## config.mk

```make
export PLATFORM = sky130hd
export DESIGN_NAME = sram_arbiter_flat
export DESIGN_NICKNAME = d
export VERILOG_FILES = /design/src/rtl/sram_arb_pkg.sv /design/src/rtl/sram_arbiter_if.sv /design/src/rtl/sram_arbiter.sv /design/src/flat_wrapper.sv
export SDC_FILE = /design/constraint.sdc
export NUM_CORES = 1
export LEC_CHECK = 0
export BUFFER_PORTS_ARGS = -buffer_cell sky130_fd_sc_hd__clkbuf_2
export CAP_MARGIN = 25
export CORE_ASPECT_RATIO = 1.4
export CORE_MARGIN = 4
export CORE_UTILIZATION = 30
export CTS_BUF_LIST = sky130_fd_sc_hd__clkbuf_8
export DETAILED_ROUTE_END_ITERATION = 6
export GPL_ROUTABILITY_DRIVEN = 0
export SYNTH_ARGS = -nofsm -noshare
export SYNTH_HDL_FRONTEND = slang
export SYNTH_SLANG_ARGS = --single-unit
```

## constraint.sdc

```tcl
create_clock -name CLK0 -period 2.25 [get_ports CLK0]
set_input_delay 0.45 -clock CLK0 [delete_from_list [all_inputs] [get_ports CLK0]]
set_output_delay 0.45 -clock CLK0 [all_outputs]
set_load 0.1 [all_outputs]
```

## src/rtl/sram_arb_pkg.sv

```systemverilog
// Shared constants for the SRAM arbiter: default bus widths and FSM state encoding.
// Latency: none (package only).
// Backpressure: none (package only).
package sram_arb_pkg;

  localparam int AW_DEF = 18;
  localparam int DW_DEF = 16;

  typedef logic [1:0] state_t;

  localparam state_t ST_IDLE  = 2'd0;
  localparam state_t ST_ISSUE = 2'd1;
  localparam state_t ST_WAIT  = 2'd2;
  localparam state_t ST_DONE  = 2'd3;

endpackage

```

## src/rtl/sram_arbiter_if.sv

```systemverilog
// Bundle of requester ports A/B, the SRAM controller side and the busy flag.
// Latency: none (wires only).
// Backpressure: requesters hold x_req and the command fields until x_ack.
interface sram_arbiter_if #(
  parameter int AW = sram_arb_pkg::AW_DEF,
  parameter int DW = sram_arb_pkg::DW_DEF
);

  logic          a_req;
  logic          a_we;
  logic [AW-1:0] a_addr;
  logic [DW-1:0] a_wdata;
  logic          a_ack;
  logic          a_err;
  logic [DW-1:0] a_rdata;

  logic          b_req;
  logic          b_we;
  logic [AW-1:0] b_addr;
  logic [DW-1:0] b_wdata;
  logic          b_ack;
  logic          b_err;
  logic [DW-1:0] b_rdata;

  logic [AW-1:0] mem_addr;
  logic [DW-1:0] mem_wdata;
  logic          mem_rd;
  logic          mem_wr;
  logic          mem_ready;
  logic [DW-1:0] mem_rdata;

  logic          busy;

  // Arbiter side: serves the two requesters and drives the SRAM controller.
  modport slave (
    input  a_req, a_we, a_addr, a_wdata,
    output a_ack, a_err, a_rdata,
    input  b_req, b_we, b_addr, b_wdata,
    output b_ack, b_err, b_rdata,
    output mem_addr, mem_wdata, mem_rd, mem_wr,
    input  mem_ready, mem_rdata,
    output busy
  );

  // Environment side: requesters plus SRAM controller.
  modport master (
    output a_req, a_we, a_addr, a_wdata,
    input  a_ack, a_err, a_rdata,
    output b_req, b_we, b_addr, b_wdata,
    input  b_ack, b_err, b_rdata,
    input  mem_addr, mem_wdata, mem_rd, mem_wr,
    output mem_ready, mem_rdata,
    input  busy
  );

endinterface

```

## src/rtl/sram_arbiter.sv

```systemverilog
// Two-port (A=CPU, B=DMA) arbiter in front of a single SRAM controller, A-priority with a B starvation limit.
// Latency: req seen in cycle 0, mem_ready in cycle k (k>=2) -> x_ack in cycle k+1; next grant at k+2.
// Backpressure: one transfer in flight; requests are only sampled in IDLE and must be held until x_ack.
module sram_arbiter
  import sram_arb_pkg::*;
#(
  parameter int AW        = AW_DEF,
  parameter int DW        = DW_DEF,
  parameter int MAX_BURST = 4,
  parameter int TIMEOUT   = 15
) (
  input logic          CLK0,
  input logic          reset_n,
  sram_arbiter_if.slave bus
);

  // Streak counter is at least 3 bits wide; wait counter must reach TIMEOUT-1.
  localparam int SW_RAW = $clog2(MAX_BURST + 1);
  localparam int SW     = (SW_RAW < 3) ? 3 : SW_RAW;
  localparam int CW_RAW = $clog2(TIMEOUT + 1);
  localparam int CW     = (CW_RAW < 1) ? 1 : CW_RAW;

  state_t        state_q,     state_d;
  logic [SW-1:0] streak_q,    streak_d;
  logic [CW-1:0] wcnt_q,      wcnt_d;
  logic          gnt_b_q,     gnt_b_d;
  logic          we_q,        we_d;
  logic [AW-1:0] mem_addr_q,  mem_addr_d;
  logic [DW-1:0] mem_wdata_q, mem_wdata_d;
  logic          mem_rd_q,    mem_rd_d;
  logic          mem_wr_q,    mem_wr_d;
  logic          a_ack_q,     a_ack_d;
  logic          b_ack_q,     b_ack_d;
  logic          a_err_q,     a_err_d;
  logic          b_err_q,     b_err_d;
  logic [DW-1:0] a_rdata_q,   a_rdata_d;
  logic [DW-1:0] b_rdata_q,   b_rdata_d;

  logic          pick_b;
  logic          win_we;

  // Next-state logic: arbitration in IDLE, one-cycle strobe in ISSUE, completion/timeout in WAIT.
  always_comb begin
    state_d     = state_q;
    streak_d    = streak_q;
    wcnt_d      = wcnt_q;
    gnt_b_d     = gnt_b_q;
    we_d        = we_q;
    mem_addr_d  = mem_addr_q;
    mem_wdata_d = mem_wdata_q;
    mem_rd_d    = 1'b0;
    mem_wr_d    = 1'b0;
    a_ack_d     = 1'b0;
    b_ack_d     = 1'b0;
    a_err_d     = 1'b0;
    b_err_d     = 1'b0;
    a_rdata_d   = a_rdata_q;
    b_rdata_d   = b_rdata_q;
    // B wins when alone, or when A has used up its streak while B was waiting.
    pick_b      = bus.b_req && (!bus.a_req || (streak_q == SW'(MAX_BURST)));
    win_we      = pick_b ? bus.b_we : bus.a_we;

    case (state_q)
      ST_IDLE: begin
        if (bus.a_req || bus.b_req) begin
          gnt_b_d     = pick_b;
          we_d        = win_we;
          mem_addr_d  = pick_b ? bus.b_addr  : bus.a_addr;
          mem_wdata_d = pick_b ? bus.b_wdata : bus.a_wdata;
          // The strobe flop is loaded here so it is high for exactly the ISSUE cycle.
          mem_rd_d    = !win_we;
          mem_wr_d    = win_we;
          wcnt_d      = '0;
          if (pick_b || !bus.b_req) begin
            streak_d = '0;
          end else begin
            streak_d = streak_q + SW'(1);
          end
          state_d = ST_ISSUE;
        end
      end

      ST_ISSUE: begin
        wcnt_d  = '0;
        state_d = ST_WAIT;
      end

      ST_WAIT: begin
        if (bus.mem_ready) begin
          if (gnt_b_q) begin
            b_ack_d = 1'b1;
            if (!we_q) b_rdata_d = bus.mem_rdata;
          end else begin
            a_ack_d = 1'b1;
            if (!we_q) a_rdata_d = bus.mem_rdata;
          end
          state_d = ST_DONE;
        end else if (wcnt_q == CW'(TIMEOUT - 1)) begin
          // Controller never answered: abort with error and zeroed read data.
          if (gnt_b_q) begin
            b_ack_d   = 1'b1;
            b_err_d   = 1'b1;
            b_rdata_d = '0;
          end else begin
            a_ack_d   = 1'b1;
            a_err_d   = 1'b1;
            a_rdata_d = '0;
          end
          state_d = ST_DONE;
        end else begin
          wcnt_d = wcnt_q + CW'(1);
        end
      end

      default: begin
        state_d = ST_IDLE;
      end
    endcase
  end

  // State registers with synchronous active-low reset; reset drops any in-flight transfer.
  always_ff @(posedge CLK0) begin
    if (!reset_n) begin
      state_q     <= ST_IDLE;
      streak_q    <= '0;
      wcnt_q      <= '0;
      gnt_b_q     <= 1'b0;
      we_q        <= 1'b0;
      mem_addr_q  <= '0;
      mem_wdata_q <= '0;
      mem_rd_q    <= 1'b0;
      mem_wr_q    <= 1'b0;
      a_ack_q     <= 1'b0;
      b_ack_q     <= 1'b0;
      a_err_q     <= 1'b0;
      b_err_q     <= 1'b0;
      a_rdata_q   <= '0;
      b_rdata_q   <= '0;
    end else begin
      state_q     <= state_d;
      streak_q    <= streak_d;
      wcnt_q      <= wcnt_d;
      gnt_b_q     <= gnt_b_d;
      we_q        <= we_d;
      mem_addr_q  <= mem_addr_d;
      mem_wdata_q <= mem_wdata_d;
      mem_rd_q    <= mem_rd_d;
      mem_wr_q    <= mem_wr_d;
      a_ack_q     <= a_ack_d;
      b_ack_q     <= b_ack_d;
      a_err_q     <= a_err_d;
      b_err_q     <= b_err_d;
      a_rdata_q   <= a_rdata_d;
      b_rdata_q   <= b_rdata_d;
    end
  end

  assign bus.mem_addr  = mem_addr_q;
  assign bus.mem_wdata = mem_wdata_q;
  assign bus.mem_rd    = mem_rd_q;
  assign bus.mem_wr    = mem_wr_q;
  assign bus.a_ack     = a_ack_q;
  assign bus.b_ack     = b_ack_q;
  assign bus.a_err     = a_err_q;
  assign bus.b_err     = b_err_q;
  assign bus.a_rdata   = a_rdata_q;
  assign bus.b_rdata   = b_rdata_q;
  assign bus.busy      = (state_q != ST_IDLE);

endmodule

```

## src/flat_wrapper.sv

```systemverilog
// flat-port wrapper written by rule: the top's interface ports become plain ports
module sram_arbiter_flat import sram_arb_pkg::*;
#(
  parameter int AW        = AW_DEF,
  parameter int DW        = DW_DEF,
  parameter int MAX_BURST = 4,
  parameter int TIMEOUT   = 15
)
  (CLK0, reset_n, bus_a_req, bus_a_we, bus_a_addr, bus_a_wdata, bus_a_ack, bus_a_err, bus_a_rdata, bus_b_req, bus_b_we, bus_b_addr, bus_b_wdata, bus_b_ack, bus_b_err, bus_b_rdata, bus_mem_addr, bus_mem_wdata, bus_mem_rd, bus_mem_wr, bus_mem_ready, bus_mem_rdata, bus_busy);
  sram_arbiter_if #(.AW(AW), .DW(DW)) bus_i ();
  input logic CLK0;
  input logic reset_n;
  input wire logic [$bits(bus_i.a_req)-1:0] bus_a_req;
  input wire logic [$bits(bus_i.a_we)-1:0] bus_a_we;
  input wire logic [$bits(bus_i.a_addr)-1:0] bus_a_addr;
  input wire logic [$bits(bus_i.a_wdata)-1:0] bus_a_wdata;
  output wire logic [$bits(bus_i.a_ack)-1:0] bus_a_ack;
  output wire logic [$bits(bus_i.a_err)-1:0] bus_a_err;
  output wire logic [$bits(bus_i.a_rdata)-1:0] bus_a_rdata;
  input wire logic [$bits(bus_i.b_req)-1:0] bus_b_req;
  input wire logic [$bits(bus_i.b_we)-1:0] bus_b_we;
  input wire logic [$bits(bus_i.b_addr)-1:0] bus_b_addr;
  input wire logic [$bits(bus_i.b_wdata)-1:0] bus_b_wdata;
  output wire logic [$bits(bus_i.b_ack)-1:0] bus_b_ack;
  output wire logic [$bits(bus_i.b_err)-1:0] bus_b_err;
  output wire logic [$bits(bus_i.b_rdata)-1:0] bus_b_rdata;
  output wire logic [$bits(bus_i.mem_addr)-1:0] bus_mem_addr;
  output wire logic [$bits(bus_i.mem_wdata)-1:0] bus_mem_wdata;
  output wire logic [$bits(bus_i.mem_rd)-1:0] bus_mem_rd;
  output wire logic [$bits(bus_i.mem_wr)-1:0] bus_mem_wr;
  input wire logic [$bits(bus_i.mem_ready)-1:0] bus_mem_ready;
  input wire logic [$bits(bus_i.mem_rdata)-1:0] bus_mem_rdata;
  output wire logic [$bits(bus_i.busy)-1:0] bus_busy;
  assign bus_i.a_req = bus_a_req;
  assign bus_i.a_we = bus_a_we;
  assign bus_i.a_addr = bus_a_addr;
  assign bus_i.a_wdata = bus_a_wdata;
  assign bus_a_ack = bus_i.a_ack;
  assign bus_a_err = bus_i.a_err;
  assign bus_a_rdata = bus_i.a_rdata;
  assign bus_i.b_req = bus_b_req;
  assign bus_i.b_we = bus_b_we;
  assign bus_i.b_addr = bus_b_addr;
  assign bus_i.b_wdata = bus_b_wdata;
  assign bus_b_ack = bus_i.b_ack;
  assign bus_b_err = bus_i.b_err;
  assign bus_b_rdata = bus_i.b_rdata;
  assign bus_mem_addr = bus_i.mem_addr;
  assign bus_mem_wdata = bus_i.mem_wdata;
  assign bus_mem_rd = bus_i.mem_rd;
  assign bus_mem_wr = bus_i.mem_wr;
  assign bus_i.mem_ready = bus_mem_ready;
  assign bus_i.mem_rdata = bus_mem_rdata;
  assign bus_busy = bus_i.busy;
  sram_arbiter #(.AW(AW), .DW(DW), .MAX_BURST(MAX_BURST), .TIMEOUT(TIMEOUT)) u_core (.CLK0(CLK0), .reset_n(reset_n), .bus(bus_i));
endmodule
```

==> results of run 1 <==
metal layers:
metal | vias up | share of wire | global-route usage | routed length (um)
li1 | 1789 | - | - | -
met1 | 1683 | 0.41 | 0.177 | 4420
met2 | 154 | 0.49 | 0.254 | 5270
met3 | 14 | 0.082 | 0.0391 | 876
met4 | 0 | 0.014 | 0.0463 | 153
met5 | - | 0 | 0 | 0
how the worst min path moves through the flow:
stage,startpoint,to,depth (start not counted)
4_1_cts,bus_b_we,u_core.bus.mem_rd,2
2_1_floorplan,u_core.streak_q[1],u_core.streak_q[1],2
6_report,bus_b_we,u_core.bus.mem_rd,2
3_5_place_dp,u_core.bus.a_rdata[1],u_core.bus.a_rdata[1],2
5_1_grt,bus_b_we,u_core.bus.mem_rd,2
3_3_place_gp,u_core.bus.b_rdata[11],u_core.bus.b_rdata[11],2
kinds of logic (layout without fill, tap and decap cells):
logic type | Yosys count | count (layout) | synth area share
compound gates | 62 | 62 | 0.132
buf+inv | 48 | 199 | 0.0612
mux | 33 | 33 | 0.0893
flops | 83 | 83 | 0.449
xor+xnor | 2 | 2 | 0.00474
simple gates | 179 | 179 | 0.236
fa+ha+maj | 8 | 8 | 0.0271
Yosys cell counts, drive strengths merged:
cell,count
xnor2,1
o22ai,1
o32ai,1
a21bo,1
o211a,3
and3,1
nor3,4
ha,8
a21oi,5
nand4b,1
nand4,37
or3b,1
a21boi,3
nand2b,2
a211oi,2
clkbuf,20
o21ai,2
a31oi,3
nor2,3
a2111oi,1
nand3,53
nand2,75
and2,2
a211o,1
a31o,2
xor2,1
buf,19
a32oi,1
mux2i,33
inv,9
dfxtp,83
o211ai,36
worst max-delay path, cell delays in order, from the launching register on:
cell and delay [ns]:
dfxtp_1 0.37, inv_1 0.09, ha_1 0.32, inv_1 0.10, clkbuf_2 0.45
layout make-up:
| type | instances | area [um^2] | share of cell area |
|---|---|---|---|
| multi-input cells | 284 | 1820 | 0.379 |
| flip-flops and latches | 83 | 1660 | 0.346 |
| repair buffers | 174 | 911 | 0.189 |
| well taps | 147 | 184 | 0.0383 |
| clock buffers | 10 | 138 | 0.0286 |
| clock inverters | 6 | 57.6 | 0.0120 |
| inverters | 9 | 33.8 | 0.00703 |
registers in the layout (all words and copies together), names as in the netlist:
name,cells
u_core.bus.b_rdata,16
u_core.state_q,2
u_core.bus.a_ack,1
u_core.streak_q,3
u_core.wcnt_q,4
u_core.bus.a_rdata,16
u_core.bus.mem_addr,18
u_core.bus.mem_rd,1
u_core.gnt_b_q,1
u_core.bus.b_err,1
u_core.bus.a_err,1
u_core.bus.b_ack,1
u_core.we_q,1
u_core.bus.mem_wdata,16
u_core.bus.mem_wr,1
power by group through the flow:
stage | combinational [mW] | clock, mW | sequential (mW)
floorplan | 0.832 | 0 | 3.03
global placement | 2.50 | 0 | 1.83
detailed placement | 2.52 | 0 | 1.84
CTS | 2.53 | 1.12 | 1.81
global route | 2.64 | 1.17 | 1.83
finish | 2.51 | 1.07 | 1.81
metrics by stage:
step | util | total power [mW]
after detailed placement | 0.386 | 4.36
after CTS | 0.403 | 5.45
final | 0.403 | 5.38
after global routing | 0.403 | 5.64
after floorplan | - | 3.86
after global placement | 0.386 | 4.33
==> flow_summary.json, run 1 <==
{
  "p_per_area_nw_per_um2": 1120,
  "antenna_found_initial": 0,
  "rsz0062_at_grt": "false",
  "max_freq_mhz": 468,
  "overflow": 0,
  "clk_latency_ns": 0.35,
  "htreeDepth": 3,
  "worst-path-max-fanout": 8,
  "ioPinCount": 164,
  "postRouteAntennaNets": 0,
  "crit_arrival_ns": 1.69,
  "final_common_cell": "clkbuf_2",
  "critical_path_class": "flip-flop to output pin",
  "cp-startpoint": "u_core.state_q[0]",
  "grt_pass1_vias": 3519,
  "end_kind": "output pin",
  "ctsHoldBuffers": 0,
  "fin_ws_ns": 0.115,
  "area_delta_synth_final_pct": 30.0,
  "final.min_clock_period_ns": 2.14,
  "synth_cells": 415,
  "rr_endpoint": "u_core.bus.mem_wdata[3]",
  "cts_sinks": 83,
  "seqPwrFrac": 0.335,
  "slew_violations": 0,
  "routed_wl_um": 10700,
  "switching_share": 0.494,
  "final_cell_mix": "clkbuf_2 (162), dfxtp_1 (83), nand2_1 (75)",
  "yosysUniqueCellTypes": 38,
  "p_int_mw": 2.72,
  "pre_cts_ws_ns": 0.375,
  "p_leak_nw": 2.02,
  "nFillCells": 1223,
  "clock_path_buffers": 2,
  "syn-num-nets": 514,
  "worst_slew_pin_slew_ns": 0.594,
  "p_switching_mw": 2.66,
  "dpl.hpwl_um": 8050,
  "cts_tree": "built",
  "hp-class": "input pin to flip-flop",
  "crit_path_end": "bus_busy",
  "synth_top_area_frac": 0.449,
  "remaining_drc_errors": 0,
  "synthTopCellsByArea": "dfxtp_1 (45%), mux2i_1 (8.9%), nand2_1 (7.6%)",
  "yosysWarnings": 0,
  "setup_viol": 0,
  "r2r_slack_ns": 0.39,
  "ir_drop_v": 0.000594,
  "tns_ns": 0,
  "relSlewSlack": 0.605,
  "num_vias": 3640,
  "wl_per_cell_um": 15.0,
  "place_area_um2": 4610,
  "placed_cells": 697,
  "finalInstanceArea_um2": 4810,
  "viasPerCell": 5.11,
  "ys_ff_latch": 83,
  "p_comb_frac": 0.466,
  "start_util": 0.310,
  "rows": 47,
  "r2r_cells": 6,
  "synth_top_cell_by_area": "dfxtp_1",
  "finalHoldViolCount": 0,
  "clkTransAtPathRegs_ns": 0.08,
  "post-cts-setup-buffers": 0,
  "clock-root-buffer": "clkbuf_8",
  "regToRegStartpoint": "u_core.state_q[0]",
  "seq_area_frac_synth": 0.449,
  "period_share": 0.949,
  "crit_required_ns": 1.80,
  "grt_pass1_wl_um": 16900,
  "io_buffers": 163,
  "syn_area_um2": 3700,
  "drt_iter0_drc": 96,
  "core_region_area_um2": 11900,
  "cts.repair.resized": 0,
  "holdWs_ns": 0.328,
  "grt_max_degree": 59,
  "die_w_um": 102,
  "dr.pass1.iters": 4,
  "dieArea_um2": 14200,
  "die_h_um": 139,
  "drv_cap": 0,
  "skew_ns": 0.00997,
  "power.clock.fraction": 0.199,
  "final_cells": 713,
  "status": "completed",
  "postSynthAreaPerCell_um2": 8.91,
  "grt.total_usage": 0.147,
  "cts_buffers": 9,
  "drive_gt1_frac": 0.348,
  "num-nets-final": 660,
  "cp-start-kind": "flip-flop",
  "diodes": 0
}
Note: power is estimated with default switching activity, not from simulation.
==> run 2, diff against run 1 <==
MAX_ROUTING_LAYER = met4   (was unset)
clock period = 2.5 ns   (was 2.25 ns; I/O delays follow)
==> flow_summary.json, run 2 (synthesized netlist as in run 1, its figures left out) <==
{
  "crit_chain": "inv_1, ha_1, inv_1, clkbuf_2",
  "tns_ns": 0,
  "rows": 47,
  "core_region_area_um2": 11900,
  "critical_path_class": "flip-flop to output pin",
  "post-route-util": 0.403,
  "ir_drop_v": 0.000474,
  "postRouteAntennaNets": 0,
  "cp-start-kind": "flip-flop",
  "path_delay_family": "buffers and inverters",
  "ioPinCount": 164,
  "antenna_found_initial": 0,
  "place_area_um2": 4610,
  "p_leak_nw": 2.02,
  "routed_wl_um": 10800,
  "remaining_drc_errors": 0,
  "cts_tree": "built",
  "hp-class": "input pin to flip-flop",
  "p_per_area_nw_per_um2": 1010,
  "clkTransAtPathRegs_ns": 0.08,
  "viasPerCell": 5.10,
  "dr.pass1.iters": 4,
  "rsz0062_at_grt": "false",
  "clk_latency_ns": 0.36,
  "drt_iter0_drc": 85,
  "slew_violations": 0,
  "grt_max_degree": 71,
  "ctsHoldBuffers": 0,
  "area_delta_synth_final_pct": 30.1,
  "setup_viol": 0,
  "worst_slew_pin_slew_ns": 0.597,
  "skew_ns": 0.0143,
  "crit_arrival_ns": 1.68,
  "status": "completed",
  "die_h_um": 139,
  "clock-root-buffer": "clkbuf_8",
  "num_vias": 3624,
  "start_util": 0.310,
  "final_cell_mix": "clkbuf_2 (162), dfxtp_1 (83), nand2_1 (75)",
  "cts_sinks": 83,
  "dpl.hpwl_um": 7860,
  "finalHoldViolCount": 0,
  "placed_cells": 695,
  "final_common_cell": "clkbuf_2",
  "drive_gt1_frac": 0.348,
  "nFillCells": 1200,
  "path_buf_inv": 3,
  "post-cts-setup-buffers": 0,
  "crit_required_ns": 2.00,
  "cts_buffers": 9,
  "period_share": 0.871,
  "wl_per_cell_um": 15.1,
  "power_mw": 4.85,
  "hold_depth": 2,
  "cpMostUsedCell": "inv_1",
  "grt_pass1_wl_um": 17000,
  "diodes": 0,
  "io_buffers": 163,
  "cp_slowest_stage_delay_ns": 0.45,
  "multiInputGateArea_um2": 1820,
  "crit_slowest_cell": "clkbuf_2",
  "dieArea_um2": 14200,
  "clock_path_buffers": 2,
  "final.min_clock_period_ns": 2.18,
  "grt.total_usage": 0.152,
  "r2r_cells": 5,
  "end_kind": "output pin",
  "htreeDepth": 3,
  "grt_pass1_vias": 3617,
  "largest_register_ffs": 18,
  "finalInstanceArea_um2": 4810,
  "num-nets-final": 658,
  "register_area_um2": 1660,
  "final_cells": 711,
  "drv_cap": 0,
  "cp_num_cells": 4,
  "relSlewSlack": 0.604,
  "max_freq_mhz": 459,
  "cts.repair.resized": 0,
  "overflow": 0,
  "die_w_um": 102,
  "worst-path-max-fanout": 8
}
## run 2: cell types whose count changed in the layout (fill, tap and decap cells not counted), sizes merged
cell    change
buf         -2
clkinv      +1
inv         -1
## run 2: stage by stage
step           setup slack [ns]  hold WS, ns
2_1_floorplan             0.730        0.449
6_report                  0.321        0.356
4_1_cts                   0.277        0.329
3_5_place_dp              0.592        0.447
5_1_grt                   0.233        0.339
3_3_place_gp              0.667        0.441
## run 2: routing by layer
layer,GRT usage,share of wire,up-vias
li1,-,-,1784
met2,0.248,0.48,132
met5,-,0,-
met1,0.180,0.43,1700
met4,0.0484,0.0099,0
met3,0.0426,0.077,8
## run 2: path summary, 6_finish.rpt
kind                                            start  slack [ns]                     to
worst min-delay path                         bus_b_we        0.36      u_core.bus.mem_rd
worst min register to register  u_core.bus.b_rdata[8]        0.45  u_core.bus.b_rdata[8]
worst max-delay path                u_core.state_q[1]        0.32               bus_busy
worst max register to register      u_core.state_q[0]        0.63      u_core.state_q[0]
## run 2: final cells by class
type,count,area share
clock buffers,10,0.0286
inverters,9,0.00702
flip-flops and latches,83,0.345
multi-input cells,284,0.378
repair buffers,172,0.189
well taps,147,0.0382
clock inverters,6,0.0138
## run 2: where the power goes
part	switching (mW)	internal [mW]	leakage (nW)
registers	0.114	1.51	0.676
clock network	0.499	0.489	0.0999
logic	1.80	0.444	1.24
total	2.41	2.44	2.02
## run 2: worst reg2reg max path: stages, from the launching register on
cell	delay, ns
dfxtp_1	0.33
inv_1	0.11
ha_1	0.39
or3b_1	0.50
a21boi_0	0.20
o211a_1	0.24
